[src/rtl/count_sort_reader.sv]
// count_sort_reader: read-out end of the counting-sort datapath.
// Loads MAX bin counts (bin 0 first), then streams every bin index as many
// times as its count over a valid/ready read channel. The final element is
// flagged with read_last_o.
// Optional macro COUNT_SORT_DESC_EN: scan bins from MAX-1 down to 0, which
// gives a descending stream. The load order is unchanged.
module count_sort_reader #(
  parameter int DATA_WIDTH = 5,
  parameter int DATA_SIZE  = 4,
  parameter int MAX        = 32,
  parameter int CNT_WIDTH  = $clog2(DATA_SIZE) + 1,
  parameter int TOT_WIDTH  = CNT_WIDTH + $clog2(MAX)
) (
  input  logic                  clk_i,
  input  logic                  rst_i,
  input  logic                  write_valid_i,
  output logic                  write_ready_o,
  input  logic [CNT_WIDTH-1:0]  write_data_i,
  input  logic                  read_ready_i,
  output logic                  read_valid_o,
  output logic [DATA_WIDTH-1:0] read_data_o,
  output logic                  read_last_o,
  output logic                  busy_o
);

  localparam int IDX_W = (MAX > 1) ? $clog2(MAX) : 1;
  localparam logic [IDX_W-1:0] FIRST_BIN = '0;
  localparam logic [IDX_W-1:0] LAST_BIN  = IDX_W'(MAX - 1);
  localparam logic [IDX_W-1:0] IDX_ONE   = IDX_W'(1);
  localparam logic [TOT_WIDTH-1:0] TOT_ONE = TOT_WIDTH'(1);
  localparam logic [TOT_WIDTH-1:0] TOT_TWO = TOT_WIDTH'(2);
  localparam logic [CNT_WIDTH-1:0] CNT_ONE = CNT_WIDTH'(1);

`ifdef COUNT_SORT_DESC_EN
  localparam logic [IDX_W-1:0] SCAN_START = LAST_BIN;
  localparam logic [IDX_W-1:0] SCAN_END   = FIRST_BIN;
`else
  localparam logic [IDX_W-1:0] SCAN_START = FIRST_BIN;
  localparam logic [IDX_W-1:0] SCAN_END   = LAST_BIN;
`endif

  // Step to the next bin in scan order.
  function automatic logic [IDX_W-1:0] scan_step(input logic [IDX_W-1:0] i);
`ifdef COUNT_SORT_DESC_EN
    return i - IDX_ONE;
`else
    return i + IDX_ONE;
`endif
  endfunction

  typedef enum logic [1:0] {
    S_LOAD,
    S_SCAN,
    S_EMIT
  } state_t;

  state_t               state;
  logic [IDX_W-1:0]     idx;
  logic [TOT_WIDTH-1:0] total;
  logic [CNT_WIDTH-1:0] bin_cnt [MAX];
  logic [CNT_WIDTH-1:0] cur_cnt;

  // Count of the bin currently addressed by idx.
  assign cur_cnt = bin_cnt[idx];

  // Control FSM, count table and registered outputs.
  always_ff @(posedge clk_i) begin
    if (rst_i) begin
      state         <= S_LOAD;
      idx           <= '0;
      total         <= '0;
      for (int i = 0; i < MAX; i++) begin
        bin_cnt[i] <= '0;
      end
      write_ready_o <= 1'b1;
      read_valid_o  <= 1'b0;
      read_data_o   <= '0;
      read_last_o   <= 1'b0;
      busy_o        <= 1'b0;
    end else begin
      case (state)
        S_LOAD: begin
          // write_ready_o is high throughout LOAD, so valid alone is a transfer.
          if (write_valid_i) begin
            bin_cnt[idx] <= write_data_i;
            total        <= total + TOT_WIDTH'(write_data_i);
            if (idx == LAST_BIN) begin
              idx           <= SCAN_START;
              state         <= S_SCAN;
              write_ready_o <= 1'b0;
              busy_o        <= 1'b1;
            end else begin
              idx <= idx + IDX_ONE;
            end
          end
        end

        S_SCAN: begin
          if (cur_cnt != '0) begin
            state        <= S_EMIT;
            read_valid_o <= 1'b1;
            read_data_o  <= DATA_WIDTH'(idx);
            read_last_o  <= (total == TOT_ONE);
          end else if (idx == SCAN_END) begin
            // Empty table: nothing to emit, go straight back to loading.
            idx           <= '0;
            total         <= '0;
            state         <= S_LOAD;
            write_ready_o <= 1'b1;
            busy_o        <= 1'b0;
          end else begin
            idx <= scan_step(idx);
          end
        end

        S_EMIT: begin
          // Outputs hold while the consumer stalls.
          if (read_ready_i) begin
            bin_cnt[idx] <= cur_cnt - CNT_ONE;
            total        <= total - TOT_ONE;
            if (cur_cnt != CNT_ONE) begin
              // Same bin again next cycle, no bubble.
              read_last_o <= (total == TOT_TWO);
            end else if (total == TOT_ONE) begin
              idx           <= '0;
              state         <= S_LOAD;
              read_valid_o  <= 1'b0;
              read_last_o   <= 1'b0;
              write_ready_o <= 1'b1;
              busy_o        <= 1'b0;
            end else begin
              idx          <= scan_step(idx);
              state        <= S_SCAN;
              read_valid_o <= 1'b0;
              read_last_o  <= 1'b0;
            end
          end
        end

        default: begin
          state <= S_LOAD;
        end
      endcase
    end
  end

endmodule

[config.mk]
export PLATFORM = sky130hd
export DESIGN_NAME = count_sort_reader
export DESIGN_NICKNAME = d
export VERILOG_FILES = /design/src/rtl/count_sort_reader.sv
export SDC_FILE = /design/constraint.sdc
export NUM_CORES = 1
export LEC_CHECK = 0
export BUFFER_PORTS_ARGS = -buffer_cell sky130_fd_sc_hd__clkbuf_2
export CORE_MARGIN = 4
export CORE_UTILIZATION = 35
export DETAILED_ROUTE_END_ITERATION = 10
export PLACE_DENSITY = 0.56
export REMOVE_ABC_BUFFERS = 1
export SYNTH_ARGS = -nofsm -noshare
export SYNTH_HDL_FRONTEND = slang
export SYNTH_SLANG_ARGS = --single-unit
[constraint.sdc]
create_clock -name clk_i -period 3.9 [get_ports clk_i]
set_input_delay 0.78 -clock clk_i [delete_from_list [all_inputs] [get_ports clk_i]]
set_output_delay 0.78 -clock clk_i [all_outputs]
set_load 0.02 [all_outputs]
==> results.py <==
metrics = {
    "floorplan": {
        "start_util_pct": 36.0,
        "die_area_mm2": 0.0201,
        "core_region_area_mm2": 0.0174,
        "io-pin-count": 16,
        "die_height_um": 142,
        "die_w_um": 142,
        "rows": 48,
    },
    "worst_setup_path": {
        "worst_ep_required_time_ps": 4190,
        "critical_path.cell_chain": "buf_12, mux4_2, mux4_2, mux2i_2, ha_1, ha_1, nor2b_1, a2111oi_4, inv_1, nor2_1, buf_4, o21ai_0, a22oi_1, nor2_1",
        "ff2ff_path_depth": 14,
        "cp_max_fo": 13,
        "critical_path.slowest_cell": "sky130_fd_sc_hd__mux4_2",
        "reg2reg_slack_ps": 230,
        "arrival_time_reported_for_the_critical_path_endpoint_ps": 3960,
        "max_stage_delay_ps": 520,
        "critical_path_class": "flip-flop to flip-flop",
        "worstSetupEndpointType": "flip-flop",
        "crit-reg2reg-capture": "total[6]$_SDFFE_PP0P_",
        "start_kind": "flip-flop",
    },
    "synthesis": {
        "ys_top_cells_by_area": "sky130_fd_sc_hd__edfxtp_1, sky130_fd_sc_hd__dfxtp_1, sky130_fd_sc_hd__mux4_2",
        "flops_latches_synth": 125,
        "synth.avg_cell_area_um2": 10.9,
        "synth_commonest_cells": "sky130_fd_sc_hd__nor2_1, sky130_fd_sc_hd__edfxtp_1, sky130_fd_sc_hd__nand2_1, sky130_fd_sc_hd__dfxtp_1, sky130_fd_sc_hd__a21oi_1",
        "seq_area_frac_synth_pct": 55.2,
        "post-synth-top-area-cell": "sky130_fd_sc_hd__edfxtp_1",
        "synth.lib_cells_used.distinct": 54,
        "async_reset_ff_share_pct": 0,
        "synthMostInstantiatedCell": "sky130_fd_sc_hd__nor2_1",
        "synthCells": 577,
        "cell_area_after_synthesis_mm2": 0.00627,
        "synth_flop_cell": "sky130_fd_sc_hd__edfxtp_1",
        "yosysTopAreaCellShare_pct": 46.0,
        "yosys_warnings": 0,
        "synth-edff-count": 96,
    },
    "placed_design": {
        "place_area_mm2": 0.00656,
        "gp_congestion": 0.877,
        "hpwl_um": 10200,
        "io_buffer_count": 15,
    },
    "grt": {
        "grtUsageTotal_pct": 15.9,
        "grt_first_pass_wirelength_um": 24500,
        "maximum_number_of_pins_on_one_net_before_global_route_repair": 37,
        "first_global_vias": 4415,
        "grt_antenna_before_repair": 0,
        "overflow": 0,
    },
    "clock_network": {
        "clk_transition_reported_paths_ps": 50,
        "clock_tree.buffer_depth": 2,
        "cts.htree.levels": 4,
        "clk-insertion-delay-late_ps": 420,
        "total_clock_buffers_created_by_cts": 17,
        "clock_tree_from_tritoncts": "done",
        "cts_hold_buf": 0,
        "clockRootBuffer": "sky130_fd_sc_hd__clkbuf_16",
        "clock_sink_count": 125,
    },
    "layout": {
        "syn2layout_area_growth_pct": 16.1,
        "finish.instance_area_mm2": 0.00728,
        "drive_gt1_share_pct": 15.2,
        "nets": 613,
        "postLayoutCoreUtil_pct": 41.8,
        "final.fill_count": 1643,
        "antennaDiodeCount": 0,
    },
    "sta": {
        "finalHoldViolCount": 0,
        "max-slew-margin-rel_pct": 55.5,
        "timing.fmax_ghz": 0.272,
        "actual_slew_at_the_worst_max_slew_pin_ps": 666,
        "final_period_minus_worst_setup_slack_ps": 3670,
        "timing.final.max_slew_violations": 0,
        "final.setup_skew_ps": 3.54,
        "grt_setup_unrepaired": "false",
        "timing.final.setup_violations": 0,
        "setup_tns_ps": 0,
        "final_period_utilization_pct": 94.2,
    },
    "min_path": {
        "worstHoldStart": "read_data_o[2]$_SDFFE_PP0P_",
        "hold-path-endpoint": "read_data_o[2]$_SDFFE_PP0P_",
        "hp-class": "flip-flop to flip-flop",
        "hold_depth": 2,
    },
    "power_and_ir_drop": {
        "total_power_w": 0.00355,
        "total_leakage_power_nw": 2.63,
        "vdd_ir_drop_max_mv": 0.269,
        "pwr_density_cell_mw_per_mm2": 487,
    },
    "route": {
        "detailedRoute.firstIterationViolations": 387,
        "ant_nets": 0,
        "post_drt_via_cell_ratio": 5.40,
        "dr.pass1.iters": 5,
        "route.final.wire_length_um": 15300,
        "route.detailed.drc": 0,
        "wire_per_inst_um": 18.5,
        "vias": 4458,
    },
    "flow_run": {
        "maxCapViolCount": 0,
    },
    "run_status": {
        "result_of_the_run": "finished, final reports clean",
    },
}
-- power by group --
| group | internal (W) | switching, W | total, W |
|---|---|---|---|
| logic | 0.000117 | 0.000173 | 0.000289 |
| clock network | 0.00119 | 0.000563 | 0.00175 |
| registers | 0.00148 | 0.0000298 | 0.00151 |
-- worst max-delay path by stage --
stage / cells after the start / to
after CTS: 12 / write_ready_o$_SDFFE_PP1P_
after global routing: 13 / flip-flop
after detailed placement: 12 / write_ready_o$_SDFFE_PP1P_
after global placement: 12 / write_ready_o$_SDFFE_PP1P_
after floorplan: 12 / total[6]$_SDFFE_PP0P_
final: 14 / total[6]$_SDFFE_PP0P_
-- routing by layer --
metal,share of wire (%),GRT usage (%)
met1,45,21.4
met2,48,25.3
met4,1.7,5.51
met3,5.0,3.61
met5,0,0
-- critical path: cells and delay by family, from the launching register on --
kind / cells / cell delay, ps
adder cells (fa/ha/maj): 2 / 480
AO/OA/AOI/OAI: 3 / 630
buffers and inverters: 3 / 470
multiplexers: 3 / 1220
flip-flops: 1 / 370
AND/OR/NAND/NOR: 3 / 350
-- cell type report --
cell class / count / area, um2 / area share [%]
well taps: 225 / 282 / 3.87
clock inverters: 13 / 220 / 3.02
repair buffers: 25 / 193 / 2.65
multi-input cells: 398 / 2620 / 35.9
inverters: 20 / 75.1 / 1.03
clock buffers: 19 / 433 / 5.95
flip-flops and latches: 125 / 3460 / 47.6
-- cells in the final DEF, fill, tap and decap left out, types with 16 or more instances in the layout --
master                      instances
sky130_fd_sc_hd__nor2_1           105
sky130_fd_sc_hd__edfxtp_1          96
sky130_fd_sc_hd__nand2_1           88
sky130_fd_sc_hd__dfxtp_1           28
sky130_fd_sc_hd__a21oi_1           23
sky130_fd_sc_hd__mux4_2            20
sky130_fd_sc_hd__inv_1             18
sky130_fd_sc_hd__ha_1              18
sky130_fd_sc_hd__clkbuf_16         18
sky130_fd_sc_hd__nor3_1            17
sky130_fd_sc_hd__mux2i_1           16
-- repair_timing --
action | CTS | global route
buffers inserted | 0 | 1
cloned | 0 | 1
pin swaps | 0 | 2
endpoints found under the setup margin | 8 | 17
gates resized for setup | 1 | 5
-- per-stage QoR --
step	hold WS (ps)	setup slack, ps	std cells
4_1_cts	462	16.8	823
3_5_place_dp	450	-102	791
6_report	460	227	825
3_3_place_gp	445	17.2	791
5_1_grt	477	29.7	825
2_1_floorplan	469	-269	543
-- logic make-up (layout without fill, tap and decap cells) --
logic type               Yosys count  in the layout  share of synthesized area (%)
AND/OR/NAND/NOR                  255            255                           17.5
XOR/XNOR                           6              6                          0.838
flip-flops                       125            125                           55.2
buffers and inverters             54             77                           3.73
multiplexers                      40             40                           10.6
AO/OA/AOI/OAI                     78             78                           8.22
adder cells (fa/ha/maj)           19             19                           3.91
-- sequential cells by signal (all words and copies together) (netlist names), named ones only --
signal	flops
read_valid_o	1
read_data_o	5
busy_o	1
bin_cnt	96
total	8
idx	5
write_ready_o	1
state	2
read_last_o	1
Power figures use the tool's default switching activity.
